--- config.mk ---
export PLATFORM = sky130hd
export DESIGN_NAME = mu_vel_sequencer
export DESIGN_NICKNAME = d
export VERILOG_FILES = /design/src/rtl/mu_vel_sequencer.sv
export SDC_FILE = /design/constraint.sdc
export NUM_CORES = 1
export LEC_CHECK = 0
export ABC_AREA = 0
export BUFFER_PORTS_ARGS = -buffer_cell sky130_fd_sc_hd__buf_2
export CELL_PAD_IN_SITES_DETAIL_PLACEMENT = 1
export CELL_PAD_IN_SITES_GLOBAL_PLACEMENT = 1
export CORE_ASPECT_RATIO = 0.7
export CORE_MARGIN = 10
export CORE_UTILIZATION = 40
export CTS_CLUSTER_SIZE = 25
export DETAILED_ROUTE_END_ITERATION = 8
export GPL_ROUTABILITY_DRIVEN = 1
export PLACE_DENSITY_LB_ADDON = 0.12
export SETUP_SLACK_MARGIN = 0.02
export SYNTH_ARGS = -nofsm -noshare
export SYNTH_HDL_FRONTEND = slang
export SYNTH_SLANG_ARGS = --single-unit
--- constraint.sdc ---
create_clock -name clk -period 7 [get_ports clk]
set_input_delay 2.1 -clock clk [delete_from_list [all_inputs] [get_ports clk]]
set_output_delay 2.1 -clock clk [all_outputs]
set_load 0.05 [all_outputs]
--- src/rtl/mu_vel_sequencer.sv ---
// Streams one cell's particle velocities cache -> FP update unit -> cache.
// Read issue is credit-limited so that no more than MAX_INFLIGHT particles sit between read and write-back.
module mu_vel_sequencer #(
  parameter int PARTICLE_ID_WIDTH = 7,
  parameter int DATA_WIDTH        = 32,
  parameter int MAX_INFLIGHT      = 4
) (
  input  logic                         clk,
  input  logic                         rst,
  input  logic                         i_start,
  input  logic [PARTICLE_ID_WIDTH:0]   i_num_particles,
  output logic                         o_busy,
  output logic                         o_done,
  output logic                         o_err,
  output logic                         o_MU_working,
  output logic [PARTICLE_ID_WIDTH-1:0] o_MU_rd_addr,
  output logic                         o_MU_rd_en,
  input  logic [3*DATA_WIDTH-1:0]      i_MU_vel,
  input  logic                         i_MU_vel_valid,
  output logic [3*DATA_WIDTH-1:0]      o_upd_vel,
  output logic [PARTICLE_ID_WIDTH-1:0] o_upd_id,
  output logic                         o_upd_valid,
  input  logic                         i_upd_ready,
  input  logic [3*DATA_WIDTH-1:0]      i_res_vel,
  input  logic                         i_res_valid,
  output logic                         o_MU_wr_en,
  output logic [3*DATA_WIDTH-1:0]      o_MU_wr_vel
);
  localparam int CW = PARTICLE_ID_WIDTH + 1;
  localparam int VW = 3 * DATA_WIDTH;
  localparam int AW = $clog2(MAX_INFLIGHT);
  localparam logic [CW-1:0] MAX_C = CW'(MAX_INFLIGHT);

  typedef enum logic [1:0] {IDLE, READ, DRAIN, DONE} state_t;

  state_t        state;
  logic [CW-1:0] num;
  logic [CW-1:0] rd_cnt;       // reads issued this pass
  logic [CW-1:0] cap_cnt;      // cache responses captured
  logic [CW-1:0] req_cnt;      // requests handed to the update unit
  logic [CW-1:0] res_cnt;      // results received
  logic [CW-1:0] wb_cnt;       // write-backs performed
  logic [CW-1:0] outstanding;
  logic          ignore;
  logic          err;
  logic          wr_en;
  logic [VW-1:0] wr_vel;

  logic [VW-1:0]                fifo_vel [MAX_INFLIGHT];
  logic [PARTICLE_ID_WIDTH-1:0] fifo_id  [MAX_INFLIGHT];
  logic [AW-1:0]                wptr;
  logic [AW-1:0]                rptr;
  logic [AW:0]                  fcnt;

  logic          rd_en;
  logic          cap;
  logic          pop;
  logic          res_ok;
  logic          stray;
  logic [CW-1:0] wb_next;

  // After a reset, responses belonging to the aborted pass may still trickle in;
  // 'ignore' swallows them silently until a new pass is started.
  assign rd_en   = (state == READ) && (outstanding < MAX_C);
  assign cap     = i_MU_vel_valid && !ignore && (rd_cnt != cap_cnt);
  assign pop     = (fcnt != '0) && i_upd_ready;
  assign res_ok  = i_res_valid && !ignore && (req_cnt != res_cnt);
  assign stray   = !ignore && ((i_MU_vel_valid && (rd_cnt == cap_cnt)) ||
                               (i_res_valid && (req_cnt == res_cnt)));
  assign wb_next = wb_cnt + CW'(wr_en);

  assign o_busy       = (state != IDLE);
  assign o_done       = (state == DONE);
  assign o_MU_working = (state == READ) || (state == DRAIN);
  assign o_err        = err;
  assign o_MU_rd_en   = rd_en;
  assign o_MU_rd_addr = rd_cnt[PARTICLE_ID_WIDTH-1:0];
  assign o_upd_valid  = (fcnt != '0);
  assign o_upd_vel    = fifo_vel[rptr];
  assign o_upd_id     = fifo_id[rptr];
  assign o_MU_wr_en   = wr_en;
  assign o_MU_wr_vel  = wr_vel;

  always_ff @(posedge clk or negedge rst) begin
    if (!rst) begin
      state       <= IDLE;
      num         <= '0;
      rd_cnt      <= '0;
      cap_cnt     <= '0;
      req_cnt     <= '0;
      res_cnt     <= '0;
      wb_cnt      <= '0;
      outstanding <= '0;
      ignore      <= 1'b1;
      err         <= 1'b0;
      wr_en       <= 1'b0;
      wr_vel      <= '0;
      wptr        <= '0;
      rptr        <= '0;
      fcnt        <= '0;
      for (int i = 0; i < MAX_INFLIGHT; i++) begin
        fifo_vel[i] <= '0;
        fifo_id[i]  <= '0;
      end
    end else begin
      if (stray)
        err <= 1'b1;
      wr_en <= res_ok;
      if (res_ok)
        wr_vel <= i_res_vel;

      if (cap) begin
        fifo_vel[wptr] <= i_MU_vel;
        fifo_id[wptr]  <= cap_cnt[PARTICLE_ID_WIDTH-1:0];
        wptr           <= wptr + 1'b1;
        cap_cnt        <= cap_cnt + 1'b1;
      end
      if (pop) begin
        rptr    <= rptr + 1'b1;
        req_cnt <= req_cnt + 1'b1;
      end
      fcnt <= fcnt + (AW+1)'(cap) - (AW+1)'(pop);
      if (res_ok)
        res_cnt <= res_cnt + 1'b1;
      if (rd_en)
        rd_cnt <= rd_cnt + 1'b1;
      outstanding <= outstanding + CW'(rd_en) - CW'(wr_en);
      wb_cnt      <= wb_next;

      case (state)
        IDLE: if (i_start) begin
          num         <= i_num_particles;
          rd_cnt      <= '0;
          cap_cnt     <= '0;
          req_cnt     <= '0;
          res_cnt     <= '0;
          wb_cnt      <= '0;
          outstanding <= '0;
          ignore      <= 1'b0;
          state       <= (i_num_particles == '0) ? DONE : READ;
        end
        READ:  if (rd_en && (rd_cnt == num - CW'(1))) state <= DRAIN;
        DRAIN: if (wb_next == num) state <= DONE;
        DONE:  state <= IDLE;
        default: state <= IDLE;
      endcase
    end
  end
endmodule

Word level (Yosys, flattened, before mapping)
Cells that the tools add are included.
{ "word_totals": {"ff_bits": 576, "in_bits": 206, "out_inout_bits": 213, "wordCells": 106} }
{ "op_classes": {"n_addsub": 12, "order_cmp": 4, "n_eq_ne": 12, "muxes": 33, "n_bitwise": 2, "n_reduce_logical": 20} }
{ "ops": {"columns": ["cell", "n"], "rows": [
  ["384-bit bitwise mux", 1],
  ["96-bit two-way mux", 3],
  ["96-bit binary-select mux with 2-bit select", 1],
  ["96-bit demux with 2-bit select", 1],
  ["8-bit two-way mux", 16],
  ["8-bit by 1-bit adder with 8-bit output, second input constant", 4],
  ["8-bit == test", 4],
  ["28-bit bitwise mux", 1],
  ["7-bit two-way mux", 3],
  ["8-bit by 1-bit adder with 8-bit output", 2],
  ["8-bit != test", 2],
  ["7-bit binary-select mux with 2-bit select", 1],
  ["7-bit demux with 2-bit select", 1],
  ["1-bit logical AND", 11],
  ["8-bit zero test", 1],
  ["8-bit by 3-bit less-than comparator with 1-bit output, second input constant", 1],
  ["2-bit two-way mux", 4],
  ["2-bit one-hot mux with 4 select lines", 1],
  ["8-bit by 1-bit subtractor with 8-bit output", 1],
  ["8-bit by 1-bit subtractor with 8-bit output, second input constant", 1],
  ["3-bit >= comparator, second input constant", 2],
  ["2-bit NOT with 3-bit output", 2],
  ["2-bit by 1-bit adder with 2-bit output, second input constant", 2],
  ["2-bit == test, second input constant", 2],
  ["other kinds (13)", 15]
]} }

Logic depth before layout (Yosys ltp)
{ "logic_depth": {"word_depth": 6, "ltp_mapped": 13, "depth_no_buf": 13} }

Worst setup path before layout
No wires, ideal clock.
{ "synth_timing": {"kind": "register to output", "startpoint": "reg rptr[0]", "endpoint": "out o_upd_vel[53]", "t_arrival_ps": 2006, "required_time_ps": 4900, "path_slack_ps": 2894, "stages_incl_launch_ff": 5, "path_buffers": 3, "path_cell_list": "dfrtp_1 -> clkbuf_1 -> buf_2 -> buf_1 -> mux4_2"} }
{ "synth_between": {"elab_chain_len": 4} }
{ "synth_rtl": {"columns": ["item", "line", "source"], "rows": [
  ["start: declaration", "52", "logic [AW-1:0] rptr;"],
  ["start signal: assignment", "119", "rptr <= rptr + 1'b1;"],
  ["2-bit NOT with 3-bit output (implied by the code)", "79", "assign o_upd_vel = fifo_vel[rptr];"],
  ["96-bit binary-select mux with 2-bit select", "79", null],
  ["96-bit two-way mux (implied by the code) (2 in a row)", "79", null],
  ["end: declaration", "20", "output logic [3*DATA_WIDTH-1:0] o_upd_vel,"]
]} }
No other way between the ends. The select of a mux whose other input is x is not followed.

Worst setup path in the final report
{ "layout_timing": {"startpoint": "reg rptr[0]", "endpoint": "out o_upd_id[4]"} }
{ "layout_between": {"elab_chain_len": 4} }
{ "layout_rtl": {"columns": ["item", "line", "source"], "rows": [
  ["2-bit NOT with 3-bit output (implied by the code)", "80", "assign o_upd_id = fifo_id[rptr];"],
  ["7-bit binary-select mux with 2-bit select", "80", null],
  ["7-bit two-way mux (implied by the code) (2 in a row)", "80", null],
  ["end: declaration", "21", "output logic [PARTICLE_ID_WIDTH-1:0] o_upd_id,"]
]} }
No other way between the ends. The select of a mux whose other input is x is not followed.

==> results.sh <==
export IMPL_status="finished, final reports clean"
export IMPL_synth_nets=1870
export IMPL_combinationalPowerShare=0.478
export IMPL_hold_violations=0
export IMPL_rows=76
export IMPL_cts_setup_buffers=0
export IMPL_total_power_uw=17600
export IMPL_reg2reg_from="cap_cnt[2]"
export IMPL_holdPathEnd="o_err"
export IMPL_fin_crit_sh=0.717
export IMPL_worstPathArrival_ns=2.92
export IMPL_rsz0062_at_grt="false"
export IMPL_dpl_hpwl_um=44700
export IMPL_coreArea_um2=62000
export IMPL_routed_via_density=5.21
export IMPL_cts_tree="done"
export IMPL_maxCapViolCount=0
export IMPL_setup_tns_final_ns=0
export IMPL_r2r_end="fifo_vel[200]"
export IMPL_synth_edf_count=0
export IMPL_initialDrtViolationCount=596
export IMPL_grt_total_usage=0.179
export IMPL_synthArstFlopShare=1.00
export IMPL_peakVddDrop_uv=258
export IMPL_cp_slowest_cell="dfrtp_4"
export IMPL_maxSlewViolCount=0
export IMPL_synth_cell_area_um2=25200
export IMPL_grt_pass1_vias=17400
export IMPL_seqPwrFrac=0.338
export IMPL_worst_path_max_fanout=29
export IMPL_ys_ff_latch=576
export IMPL_synth_flop_cell="dfrtp_1"
export IMPL_p_sw_uw=7480
export IMPL_initial_utilization=0.407
export IMPL_skew_ns=0.0209
export IMPL_area_growth_synth_to_final_pct=19.3
export IMPL_min_path_cells=1
export IMPL_rrSetupSlack_ns=3.54
export IMPL_setup_viol=0
export IMPL_avgSynthCellArea_um2=15.5
export IMPL_hp_start="o_err"
export IMPL_nets=2260
export IMPL_ant_nets=0
export IMPL_gp_congestion=0.771
export IMPL_insertion_delay_ns=0.62
export IMPL_place_ws_ns=2.07
export IMPL_port_buffers=418
export IMPL_routed_wl_um=66300
export IMPL_endpoint_kind="output pin"
export IMPL_p_clk_frac=0.184
export IMPL_dieArea_um2=73700
export IMPL_fp_dieH_um=230
export IMPL_drive_gt1_frac=0.555
export IMPL_clock_path_buffers=3
export IMPL_cts_sinks=576
export IMPL_rr_worst_depth=6
export IMPL_p_sw_frac=0.426
export IMPL_synth_warnings=0
export IMPL_dieWidth_um=320
export IMPL_leakagePower_uw=0.0134
export IMPL_synthCells=1631
export IMPL_start_kind="register"
export IMPL_drt_pass1_iter_count=7
export IMPL_ys_types=51
export IMPL_yosysSeqAreaShare=0.571
export IMPL_grt_max_degree=175
export IMPL_whs_ns=0.471
export IMPL_cts_htree_levels=2
export IMPL_post_cts_resized=0
export IMPL_clock_fmax_ghz=0.199
export IMPL_setup_ws_ns=1.98
export IMPL_hold_buffers=0
export IMPL_cts_buffers_inserted=58
export IMPL_criticalPathCategory="reg2out"
export IMPL_io_pins=419
export IMPL_antenna_found_initial=14
export IMPL_final_util=0.486
export IMPL_slew_headroom=0.314
export IMPL_drc=0
export IMPL_grt_first_pass_wirelength_um=104000
export IMPL_path_cells="buf_4, mux4_2, buf_2"
export IMPL_cts_root_buf="clkbuf_16"
export IMPL_cpPeakStageDelay_ns=0.79
export IMPL_overflow=0
export IMPL_tightestPinTransition_ns=1.03
export IMPL_hold_class="reg2reg"
export IMPL_clkTransAtPathRegs_ns=0.06
export IMPL_min_period_ns=5.02
export IMPL_drt_wirelength_per_cell_um=22.9
export IMPL_powerDensity_nw_per_um2=583
export IMPL_vias=15100
export IMPL_internal_power_uw=10100
export IMPL_required_ns=4.90
[per-stage QoR]
stage | cell area [µm²] | cells
2_1_floorplan | 25200 | 1631
3_3_place_gp | 28100 | 2780
3_5_place_dp | 28100 | 2780
4_1_cts | 30100 | 2888
5_1_grt | 30100 | 2891
6_report | 30100 | 2897
[placed cells by master, fill, tap and decap left out, types with 4 or more instances in the layout]
| master | instances |
|---|---|
| a21oi_1 | 10 |
| buf_4 | 14 |
| bufinv_16 | 7 |
| inv_1 | 24 |
| or3_1 | 5 |
| o21ai_0 | 10 |
| xor2_1 | 38 |
| nand2_4 | 4 |
| and2_1 | 6 |
| nand3_1 | 9 |
| clkinv_2 | 7 |
| nor2_1 | 49 |
| mux4_2 | 103 |
| xnor2_1 | 30 |
| nor4_1 | 7 |
| clkbuf_8 | 11 |
| clkbuf_1 | 21 |
| and3_1 | 6 |
| clkbuf_16 | 59 |
| buf_12 | 4 |
| buf_2 | 417 |
| ha_1 | 31 |
| nor3_1 | 6 |
| dfrtp_1 | 573 |
| a31oi_1 | 5 |
| mux2_2 | 508 |
| nand2_1 | 40 |
| nand4_1 | 11 |
| mux2i_1 | 4 |
| diode_2 | 9 |
| nand2b_1 | 4 |
[worst max path at each step]
| stage | from | end | slack, ns | cells past startpoint |
|---|---|---|---|---|
| 2_1_floorplan | rptr[0] | o_upd_vel[53] | 2.89 | 4 |
| 3_3_place_gp | i_MU_vel_valid | fifo_vel[285] | 2.15 | 6 |
| 3_5_place_dp | i_MU_vel_valid | fifo_id[18] | 2.07 | 6 |
| 4_1_cts | rptr[0] | o_upd_vel[14] | 1.80 | 3 |
| 5_1_grt | rptr[0] | o_upd_vel[30] | 1.72 | 3 |
| 6_report | rptr[0] | o_upd_id[4] | 1.98 | 3 |
[sequential cells by signal, summed over array words and instances (netlist names), 8 cells and up]
register,cells
wb_cnt,8
res_cnt,8
outstanding,8
fifo_id,28
fifo_vel,384
rd_cnt,8
num,8
cap_cnt,8
req_cnt,8
o_MU_wr_vel,96
[layer usage]
layer	GRT usage	vias to the layer above	share of wire
li1	-	6707	-
met5	0	-	0.0010
met3	0.0597	109	0.072
met1	0.221	7912	0.42
met2	0.299	364	0.48
met4	0.0449	10	0.024
[synthesized netlist by cell type, drive strengths merged (2+ instances only)]
cell | instances | area share
and3 | 6 | 0.0015
dfrtp | 575 | 0.57
nand3 | 9 | 0.0018
fa | 2 | 0.0016
nand3b | 2 | 0.00059
nand4 | 11 | 0.0027
and2 | 7 | 0.0017
a21o | 3 | 0.00089
mux4 | 103 | 0.092
nand2b | 4 | 0.00099
buf | 69 | 0.014
nor2 | 49 | 0.0073
o21ai | 10 | 0.0020
nor4 | 8 | 0.0022
o21bai | 3 | 0.00089
a21oi | 11 | 0.0022
inv | 24 | 0.0036
xnor3 | 3 | 0.0027
xnor2 | 30 | 0.010
a21boi | 3 | 0.00089
or3 | 6 | 0.0015
nor3b | 2 | 0.00059
nor3 | 6 | 0.0012
xor2 | 38 | 0.013
ha | 31 | 0.015
mux2i | 4 | 0.0016
clkbuf | 37 | 0.0055
nor2b | 3 | 0.00074
nand2 | 44 | 0.0065
a31oi | 5 | 0.0012
mux2 | 508 | 0.23
[critical path: cells and delay by family (launching register included)]
kind | cells | cell delay [ns]
flip-flops | 1 | 0.79
multiplexers | 1 | 0.63
buffers and inverters | 2 | 0.86
[logic make-up (layout without fill, tap and decap cells)]
| kind of cell | count (synthesis) | after routing | share of synthesized area |
|---|---|---|---|
| buf+inv | 130 | 568 | 0.0234 |
| compound gates | 44 | 44 | 0.0112 |
| fa+ha+maj | 33 | 33 | 0.0169 |
| other cells | 0 | 9 | 0 |
| xor+xnor | 71 | 71 | 0.0263 |
| simple gates | 162 | 162 | 0.0312 |
| flops | 576 | 576 | 0.571 |
| mux | 615 | 615 | 0.320 |
[final cells by class]
class	count	area (µm²)
Inverter	24	90.1
Timing Repair Buffer	436	2290
Clock buffer	91	1710
Multi-Input combinational cell	925	10300
Tap cell	819	1020
Fill cell	6089	31900
Sequential cell	576	14400
Antenna cell	9	22.5
Clock inverter	17	269
[power by group through the flow]
stage / combinational, µW / clock, µW / sequential (µW)
6_report: 8400 / 3240 / 5930
5_1_grt: 8950 / 3520 / 6150
4_1_cts: 8580 / 3360 / 5940
3_5_place_dp: 8550 / 0 / 5990
3_3_place_gp: 8360 / 0 / 5880
2_1_floorplan: 6310 / 0 / 6010
Note: power is estimated with default switching activity, not from simulation.
